## src/rtl/cam_dvp_capture.sv

```systemverilog
// DVP camera frame capture: oversampled pclk/sync inputs, byte packing,
// pixel FIFO with valid/ready output and frame bookkeeping.
module cam_dvp_capture #(
  parameter int DATA_W     = 8,
  parameter int BPP        = 2,
  parameter int IMG_W      = 640,
  parameter int IMG_H      = 480,
  parameter int FIFO_DEPTH = 16,
  parameter int XCLK_DIV   = 2,
  parameter int CNT_W      = 16
) (
  input  logic                    clk_i,
  input  logic                    rst_n_i,
  input  logic                    start_i,
  input  logic                    continuous_i,
  input  logic                    abort_i,
  output logic                    xclk_o,
  input  logic                    pclk_i,
  input  logic                    vsync_i,
  input  logic                    hsync_i,
  input  logic [DATA_W-1:0]       data_i,
  output logic [DATA_W*BPP-1:0]   pix_data_o,
  output logic                    pix_valid_o,
  input  logic                    pix_ready_i,
  output logic                    pix_sof_o,
  output logic                    pix_eol_o,
  output logic                    busy_o,
  output logic                    frame_done_o,
  output logic                    overflow_o,
  output logic                    size_err_o,
  output logic [CNT_W-1:0]        frame_cnt_o
);

  localparam int PIX_W = DATA_W * BPP;
  localparam int BC_W  = (BPP > 1) ? $clog2(BPP) : 1;
  localparam int X_W   = $clog2(IMG_W + 1);
  localparam int Y_W   = $clog2(IMG_H + 2);
  localparam int AW    = $clog2(FIFO_DEPTH);
  localparam int XD_W  = (XCLK_DIV > 1) ? $clog2(XCLK_DIV) : 1;

  localparam logic [BC_W-1:0] BC_LAST = BC_W'(BPP - 1);
  localparam logic [X_W-1:0]  X_MAX   = X_W'(IMG_W);
  localparam logic [X_W-1:0]  X_LAST  = X_W'(IMG_W - 1);
  localparam logic [Y_W-1:0]  Y_EXP   = Y_W'(IMG_H);
  localparam logic [Y_W-1:0]  Y_SAT   = Y_W'(IMG_H + 1);
  localparam logic [XD_W-1:0] XD_LAST = XD_W'(XCLK_DIV - 1);
  localparam logic [AW:0]     F_FULL  = (AW + 1)'(FIFO_DEPTH);

  typedef enum logic [1:0] {
    IDLE, SYNC, WAIT_FRAME, CAPTURE
  } state_t;

  state_t state;

  logic [XD_W-1:0] xdiv_q;

  always_ff @(posedge clk_i or negedge rst_n_i) begin
    if (!rst_n_i) begin
      xdiv_q <= '0;
      xclk_o <= 1'b0;
    end else if (xdiv_q == XD_LAST) begin
      xdiv_q <= '0;
      xclk_o <= ~xclk_o;
    end else begin
      xdiv_q <= xdiv_q + 1'b1;
    end
  end

  logic [1:0]        pclk_s, vs_s, hs_s;
  logic [DATA_W-1:0] d_s0, d_s1;
  logic              pclk_d, vs_d, hs_d;

  always_ff @(posedge clk_i or negedge rst_n_i) begin
    if (!rst_n_i) begin
      pclk_s <= '0;
      vs_s   <= '0;
      hs_s   <= '0;
      d_s0   <= '0;
      d_s1   <= '0;
      pclk_d <= 1'b0;
      vs_d   <= 1'b0;
      hs_d   <= 1'b0;
    end else begin
      pclk_s <= {pclk_s[0], pclk_i};
      vs_s   <= {vs_s[0], vsync_i};
      hs_s   <= {hs_s[0], hsync_i};
      d_s0   <= data_i;
      d_s1   <= d_s0;
      pclk_d <= pclk_s[1];
      vs_d   <= vs_s[1];
      hs_d   <= hs_s[1];
    end
  end

  logic pclk_rise, vs_rise, vs_fall, hs_fall, take;

  assign pclk_rise = pclk_s[1] & ~pclk_d;
  assign vs_rise   = vs_s[1] & ~vs_d;
  assign vs_fall   = ~vs_s[1] & vs_d;
  assign hs_fall   = ~hs_s[1] & hs_d;
  assign take      = (state == CAPTURE) && pclk_rise && hs_s[1];

  logic [BC_W-1:0]  byte_cnt;
  logic [X_W-1:0]   x_cnt;
  logic [Y_W-1:0]   y_cnt;
  logic [PIX_W-1:0] pix_sh, pix_next;
  logic             cont_q;
  logic             push_q, push_sof_q, push_eol_q;
  logic [PIX_W-1:0] push_data_q;

  // first byte of a pixel lands in the most significant slot
  always_comb begin
    pix_next = pix_sh;
    pix_next[(BPP - 1 - int'(byte_cnt)) * DATA_W +: DATA_W] = d_s1;
  end

  logic [AW-1:0]      wr_ptr, rd_ptr;
  logic [AW:0]        count;
  logic               full, pop, wr_en, ovf_evt;
  logic [PIX_W+1:0]   mem [FIFO_DEPTH];
  logic [PIX_W+1:0]   head;

  assign full        = (count == F_FULL);
  assign pix_valid_o = (count != '0);
  assign pop         = pix_valid_o && pix_ready_i;
  assign wr_en       = push_q && (!full || pop);
  assign ovf_evt     = push_q && full && !pop;
  assign head        = mem[rd_ptr];
  assign pix_data_o  = pix_valid_o ? head[PIX_W-1:0] : '0;
  assign pix_sof_o   = pix_valid_o & head[PIX_W+1];
  assign pix_eol_o   = pix_valid_o & head[PIX_W];
  assign busy_o      = (state != IDLE);

  always_ff @(posedge clk_i or negedge rst_n_i) begin
    if (!rst_n_i) begin
      state        <= IDLE;
      byte_cnt     <= '0;
      x_cnt        <= '0;
      y_cnt        <= '0;
      pix_sh       <= '0;
      cont_q       <= 1'b0;
      push_q       <= 1'b0;
      push_sof_q   <= 1'b0;
      push_eol_q   <= 1'b0;
      push_data_q  <= '0;
      frame_done_o <= 1'b0;
      frame_cnt_o  <= '0;
      overflow_o   <= 1'b0;
      size_err_o   <= 1'b0;
    end else begin
      frame_done_o <= 1'b0;
      push_q       <= 1'b0;
      if (ovf_evt) overflow_o <= 1'b1;
      if (abort_i) begin
        state    <= IDLE;
        byte_cnt <= '0;
        x_cnt    <= '0;
        y_cnt    <= '0;
      end else begin
        unique case (state)
          IDLE: begin
            if (start_i) begin
              state      <= SYNC;
              cont_q     <= continuous_i;
              overflow_o <= 1'b0;
              size_err_o <= 1'b0;
              byte_cnt   <= '0;
              x_cnt      <= '0;
              y_cnt      <= '0;
            end
          end
          SYNC: begin
            if (vs_s[1]) state <= WAIT_FRAME;
          end
          WAIT_FRAME: begin
            if (vs_fall) begin
              state    <= CAPTURE;
              byte_cnt <= '0;
              x_cnt    <= '0;
              y_cnt    <= '0;
            end
          end
          CAPTURE: begin
            if (vs_rise) begin
              frame_done_o <= 1'b1;
              frame_cnt_o  <= frame_cnt_o + 1'b1;
              if (y_cnt != Y_EXP) size_err_o <= 1'b1;
              state <= cont_q ? WAIT_FRAME : IDLE;
            end else if (hs_fall) begin
              if (y_cnt != Y_SAT) y_cnt <= y_cnt + 1'b1;
              x_cnt    <= '0;
              byte_cnt <= '0;
              if (x_cnt != X_MAX || byte_cnt != '0)
                size_err_o <= 1'b1;
            end else if (take) begin
              if (x_cnt == X_MAX) begin
                size_err_o <= 1'b1;
              end else begin
                pix_sh <= pix_next;
                if (byte_cnt == BC_LAST) begin
                  byte_cnt    <= '0;
                  x_cnt       <= x_cnt + 1'b1;
                  push_q      <= 1'b1;
                  push_data_q <= pix_next;
                  push_sof_q  <= (x_cnt == '0) && (y_cnt == '0);
                  push_eol_q  <= (x_cnt == X_LAST);
                end else begin
                  byte_cnt <= byte_cnt + 1'b1;
                end
              end
            end
          end
          default: state <= IDLE;
        endcase
      end
    end
  end

  // a pop on a full FIFO frees the slot the same-cycle push writes into
  always_ff @(posedge clk_i or negedge rst_n_i) begin
    if (!rst_n_i) begin
      wr_ptr <= '0;
      rd_ptr <= '0;
      count  <= '0;
    end else if (abort_i) begin
      wr_ptr <= '0;
      rd_ptr <= '0;
      count  <= '0;
    end else begin
      if (wr_en) wr_ptr <= wr_ptr + 1'b1;
      if (pop)   rd_ptr <= rd_ptr + 1'b1;
      count <= count + {{AW{1'b0}}, wr_en}
                     - {{AW{1'b0}}, pop};
    end
  end

  always_ff @(posedge clk_i) begin
    if (wr_en) mem[wr_ptr] <= {push_sof_q, push_eol_q, push_data_q};
  end

endmodule

```

## config.mk

```make
export PLATFORM = sky130hd
export DESIGN_NAME = cam_dvp_capture
export DESIGN_NICKNAME = d
export VERILOG_FILES = /design/src/rtl/cam_dvp_capture.sv
export SDC_FILE = /design/constraint.sdc
export NUM_CORES = 1
export LEC_CHECK = 0
export BUFFER_PORTS_ARGS = -buffer_cell sky130_fd_sc_hd__buf_2
export CORE_MARGIN = 5
export CORE_UTILIZATION = 35
export DETAILED_ROUTE_END_ITERATION = 8
export GPL_TIMING_DRIVEN = 0
export PLACE_DENSITY = 0.48
export SLEW_MARGIN = 40
export SYNTH_ARGS = -nofsm -noshare
export SYNTH_HDL_FRONTEND = slang
export SYNTH_SLANG_ARGS = --single-unit
```

## constraint.sdc

```tcl
create_clock -name clk_i -period 4.4 [get_ports clk_i]
set_input_delay 0.88 -clock clk_i [delete_from_list [all_inputs] [get_ports clk_i]]
set_output_delay 0.88 -clock clk_i [all_outputs]
set_load 0.01 [all_outputs]
```

After elaboration in Yosys (flattened, before gate mapping)

Memories as Yosys holds them, arrays and structs flattened.
Cells that the tools add are included.

Memories: 1
Register bits after elaboration: 117
Word-level logic and storage cells: 172
Input bits: 17
Output and inout port bits: 40
Memory bits (writable): 288

Bitwise gates (word level): 15
Shift operators: 2
Eq/ne operators: 24
Reduce and logical (&&, ||, !) cells: 29
Muxes and demuxes: 63
Add/sub/neg operators: 11

Memory list:

| name | words | bits a word | read ports | clocked after Yosys merged registers in | write ports | line | text |
|---|---|---|---|---|---|---|---|
| mem  | 16    | 18          | 1          | 0                                       | 1           | 120  | `logic [PIX_W+1:0] mem [FIFO_DEPTH];` |

Operators by type and width:

| operator                  | count |
|---|---|
| $mux W10                  | 8 |
| $mux W9                   | 6 |
| $neg A5 Y33               | 1 |
| $shift A8 B33 Y16 const A | 1 |
| $shiftx A8 B33 Y16        | 1 |
| $mux W1                   | 31 |
| $pmux W10 S3              | 1 |
| $pmux W9 S3               | 1 |
| $reduce_and A7 Y1         | 3 |
| $eq A10 B10 Y1 const B    | 2 |
| $ne A3 B3 Y1 const B      | 6 |
| $ne A9 B9 Y1 const B      | 2 |
| $reduce_and A6 Y1         | 3 |
| $add A16 B1 Y16 const B   | 1 |
| $bwmux W16                | 1 |
| $mux W16                  | 1 |
| $mux W4                   | 4 |
| $ne A4 B4 Y1 const B      | 4 |
| $mux W2                   | 6 |
| $add A10 B1 Y10 const B   | 1 |
| $logic_not A10 Y1         | 1 |
| $ne A10 B10 Y1 const B    | 1 |
| $add A9 B1 Y9 const B     | 1 |
| $logic_not A9 Y1          | 1 |
| 26 further kinds          | 56 |

Depth between registers and ports, before layout

Word-level depth: 9
Depth in mapped cells: 15
Gate-level depth less buffers: 15

Least setup slack after synthesis

Ideal clock, no wire load.

Path kind: input -> register
From: input port pix_ready_i
To: memory mem[3][0] in the netlist's numbering, enable pin
Data arrival time: 2929 ps
Buffers on the path: 0
Path slack: 1055 ps
Data required time: 3984 ps
Setup time: 416 ps
Cell stages on the path: 4
Cell sequence: inv_1 > a31oi_1 > nand2_1 > nor3_1

Word-level cells in the longest chain between the ends: 5

RTL lines:

| what                          | line | text |
|---|---|---|
| start, declared               | 24   | `input logic pix_ready_i,` |
| $logic_and A1 B1 Y1           | 125  | `assign pop = pix_valid_o && pix_ready_i;` |
| $logic_or A1 B1 Y1            | 126  | `assign wr_en = push_q && (!full \|\| pop);` |
| $logic_and A1 B1 Y1           | 126  |  |
| $mux W1                       | 238  | `if (wr_en) mem[wr_ptr] <= {push_sof_q, push_eol_q, push_data_q};` |
| $mux W1 (implied by the code) | 238  |  |
| end, declared                 | 120  |  |

No other way between the ends.

Final worst setup path

From: register count[2]
To: output port pix_data_o[13]

Word-level cells in the longest chain between the ends: 2

RTL lines:

| what                   | line | text |
|---|---|---|
| start, declared        | 118  | `logic [AW:0] count;` |
| start signal, assigned | 232  | `count <= count + {{AW{1'b0}}, wr_en}` |
| $reduce_bool A5 Y1     | 124  | `assign pix_valid_o = (count != '0);` |
| $mux W16               | 129  | `assign pix_data_o = pix_valid_o ? head[PIX_W-1:0] : '0;` |
| end, declared          | 22   | `output logic [DATA_W*BPP-1:0] pix_data_o,` |

No other way between the ends.

==> impl_metrics.yaml <==
status:
  status: "complete, no violations"
timing:
  hold_violations: 0
  rsz0062_at_grt: "no"
  finalCritPeriodShare_pct: 94.02
  max-slew-margin-rel_pct: 42.95
  skew_ns: 0.01699
  tightestPinTransition_ns: 0.8558
  fmaxAchievable_ghz: 0.2417
  drv_slew: 0
  hold_ws_ns: 0.2588
  fin_setup_tns_ns: 0
  setup_viol: 0
  post-route-min-period_ns: 4.137
yosys:
  synthTopCellsByArea: "edfxtp_1, dfrtp_1, mux4_2, mux2i_1, ha_1"
  synth_top_family_by_area: "multiplexers"
  syn_area_um2: 15890
  syn_avg_cell_area_um2: 17.99
  syn_nets: 922
  synthAdderAreaFrac_pct: 1.780
  ys_warn_count: 0
  synth_top_cell_by_area: "edfxtp_1"
  synth-main-ff-cell: "edfxtp_1"
  synth.area.mux_share_pct: 14.62
  synth_compound_area_share_pct: 3.307
  synth_cell_types: 56
  synth_commonest_cells: "edfxtp_1, dfrtp_1, mux4_2"
  syn_inst: 883
  synth_most_common_cell: "edfxtp_1"
  synthArstFlopShare_pct: 27.46
  synth_top_area_share_pct: 54.43
  synth_seq_area_share_pct: 71.60
  synth-edff-count: 288
  yosys.area_share.simple_pct: 5.591
  ys_ff_latch: 397
  synth-xor-area-share_pct: 1.378
setup_path:
  crit_path_start: "count[2]$_DFF_PN0_"
  arrival_ns: 3.26
  crit_path_end_kind: "output pin"
  cp_cell_sequence: "inv_1 > ha_1 > or4b_1 > nand2b_1 > clkbuf_1 > buf_2 > o22ai_1 > buf_2"
  r2r_start: "count[2]$_DFF_PN0_"
  crit_type: "register to output pin"
  r2r_slack_ns: 1.26
  r2r_end: "count[4]$_DFF_PN0_"
  crit_path_frequent_cell: "buf_2"
  crit_slowest_cell: "clkbuf_1"
  max_stage_delay_ns: 0.58
  cp.required_ns: 3.52
  startpoint_type: "register"
  r2r_cells: 15
  crit_fanout: 10
placed_design:
  port_buffers: 56
  post-dp-hpwl_um: 24580
  dp_cells: 1566
  placed_area_um2: 17440
  place.gp.congestion: 0.7747
cells_and_area:
  syn_to_final_growth_pct: 18.51
  multi_input_area_um2: 4349
  instances_no_fill: 1642
  n_antenna_cell: 0
  drive_gt1_share_pct: 28.60
  register_area_um2: 11380
  stdcell_area_um2: 18830
  fill_cells: 4033
  fin_nets: 1050
drt:
  viasPerCell: 4.998
  finalWirelength_um: 35800
  dr.pass1.iters: 4
  wl_per_cell_um: 21.80
  drtAntennaViolNets: 0
  drtIter0Drc: 408
  num_vias: 8207
  drc_errors: 0
power:
  pwr-share-comb_pct: 13.4
  power_frac_seq_pct: 46.7
  finalPower_mw: 8.866
  internal_power_mw: 6.640
  peakVddDrop_uv: 455.1
  leakage_nw: 7.517
  powerDensity_nw_per_um2: 470.8
  netSwitchingFraction_pct: 25.11
  p_switching_mw: 2.226
  power_frac_clock_pct: 39.9
floorplanning:
  dieArea_um2: 49760
  initial_core_util_pct: 35.16
  coreArea_um2: 45190
  rows: 78
  fp.dieH_um: 223.1
  die_w_um: 223.1
  ioPinCount: 57
min_path:
  hold_class: "input pin to async pin"
clock_network:
  worst_skew_pair.late_latency_ns: 0.54
  clock_sinks: 397
  cts_hold_buf: 0
  cts.clk_slew.worst_paths_ns: 0.06
  cts-buffers-inserted: 43
  cts_buffer_depth: 3
  post_cts_buffers: 0
  cts_tree: "built"
  ctsResizeCount: 0
  cts-root-buf: "clkbuf_16"
  h-tree-depth: 2
global_routing:
  globalRouteTotalUtil_pct: 14.51
  antenna_found_initial: 0
  overflow: 0
  grt_pass1_wl_um: 55320
  grt_pass1_vias: 8619
  grt_max_degree: 61
job:
  drv_cap: 0
## worst max-delay path by stage
stage | to | slack, ns | depth (start not counted)
3_5_place_dp | pix_data_o[14] | 0.73 | 7
6_report | pix_data_o[13] | 0.26 | 8
2_1_floorplan | mem[3][0]$_DFFE_PP_ | 1.06 | 4
4_1_cts | pix_data_o[14] | 0.14 | 7
3_3_place_gp | mem[3][2]$_DFFE_PP_ | -0.93 | 5
5_1_grt | pix_data_o[14] | 0.08 | 7
## placed cells by master (no fill, tap or decap), types with 15 or more instances in the layout
master,count
o22ai_1,18
mux4_2,72
buf_2,74
ha_1,21
clkbuf_16,46
edfxtp_1,288
inv_1,23
clkbuf_1,23
nand3_1,16
mux2i_1,39
nand2_1,32
o21ai_0,22
dfrtp_1,109
mux2_2,17
nor2_1,28
a21oi_1,15
## layout make-up
class	instances	area share, %
Tap cell	600	3.987
Multi-Input combinational cell	425	23.10
Clock inverter	17	0.8771
Clock buffer	59	6.478
Timing Repair Buffer	83	3.641
Sequential cell	397	60.41
Buffer	37	1.023
Inverter	24	0.4850
## power groups by stage
stage / clock (mW) / combinational (mW) / sequential [mW]
2_1_floorplan: 0 / 0.838 / 4.19
3_3_place_gp: 0 / 1.21 / 4.22
3_5_place_dp: 0 / 1.22 / 4.21
4_1_cts: 3.65 / 1.22 / 4.14
5_1_grt: 3.83 / 1.32 / 4.15
6_report: 3.54 / 1.19 / 4.14
## kinds of logic (layout without fill, tap and decap cells)
family | Yosys count | count (layout)
mux | 136 | 136
xor+xnor | 25 | 25
simple gates | 161 | 161
fa+ha+maj | 22 | 22
compound gates | 81 | 81
flops | 397 | 397
buf+inv | 61 | 220
## layer usage
| layer | vias up | global-route usage, % | wire length, µm | part of all wire [%] |
|---|---|---|---|---|
| met5 | - | 0 | 0 | 0 |
| met4 | 0 | 2.866 | 570 | 1.6 |
| met3 | 44 | 2.421 | 1383 | 3.9 |
| met2 | 147 | 24.73 | 17990 | 50 |
| met1 | 4295 | 19.88 | 15860 | 44 |
| li1 | 3721 | - | - | - |
## critical path: cells and delay by family, from the launching register on
family / cells / cell delay (ns)
compound gates: 1 / 0.19
fa+ha+maj: 1 / 0.15
flops: 1 / 0.38
buf+inv: 4 / 1.31
simple gates: 2 / 0.67
## metrics by stage
stage	util, %	setup WS, ns
5_1_grt	41.67	0.07721
3_3_place_gp	37.45	-0.9254
2_1_floorplan	-	1.055
4_1_cts	41.67	0.1355
3_5_place_dp	38.61	0.7348
6_report	41.67	0.2632
## registers in the layout, indices dropped and copies added (netlist names), 2 cells and up
register / flops
d_s1: 8
state: 2
x_cnt: 10
vs_s: 2
wr_ptr: 4
push_data_q: 16
pix_sh: 8
hs_s: 2
mem: 288
pclk_s: 2
rd_ptr: 4
count: 5
y_cnt: 9
d_s0: 8
frame_cnt_o: 16
Power figures use the tool's default switching activity.
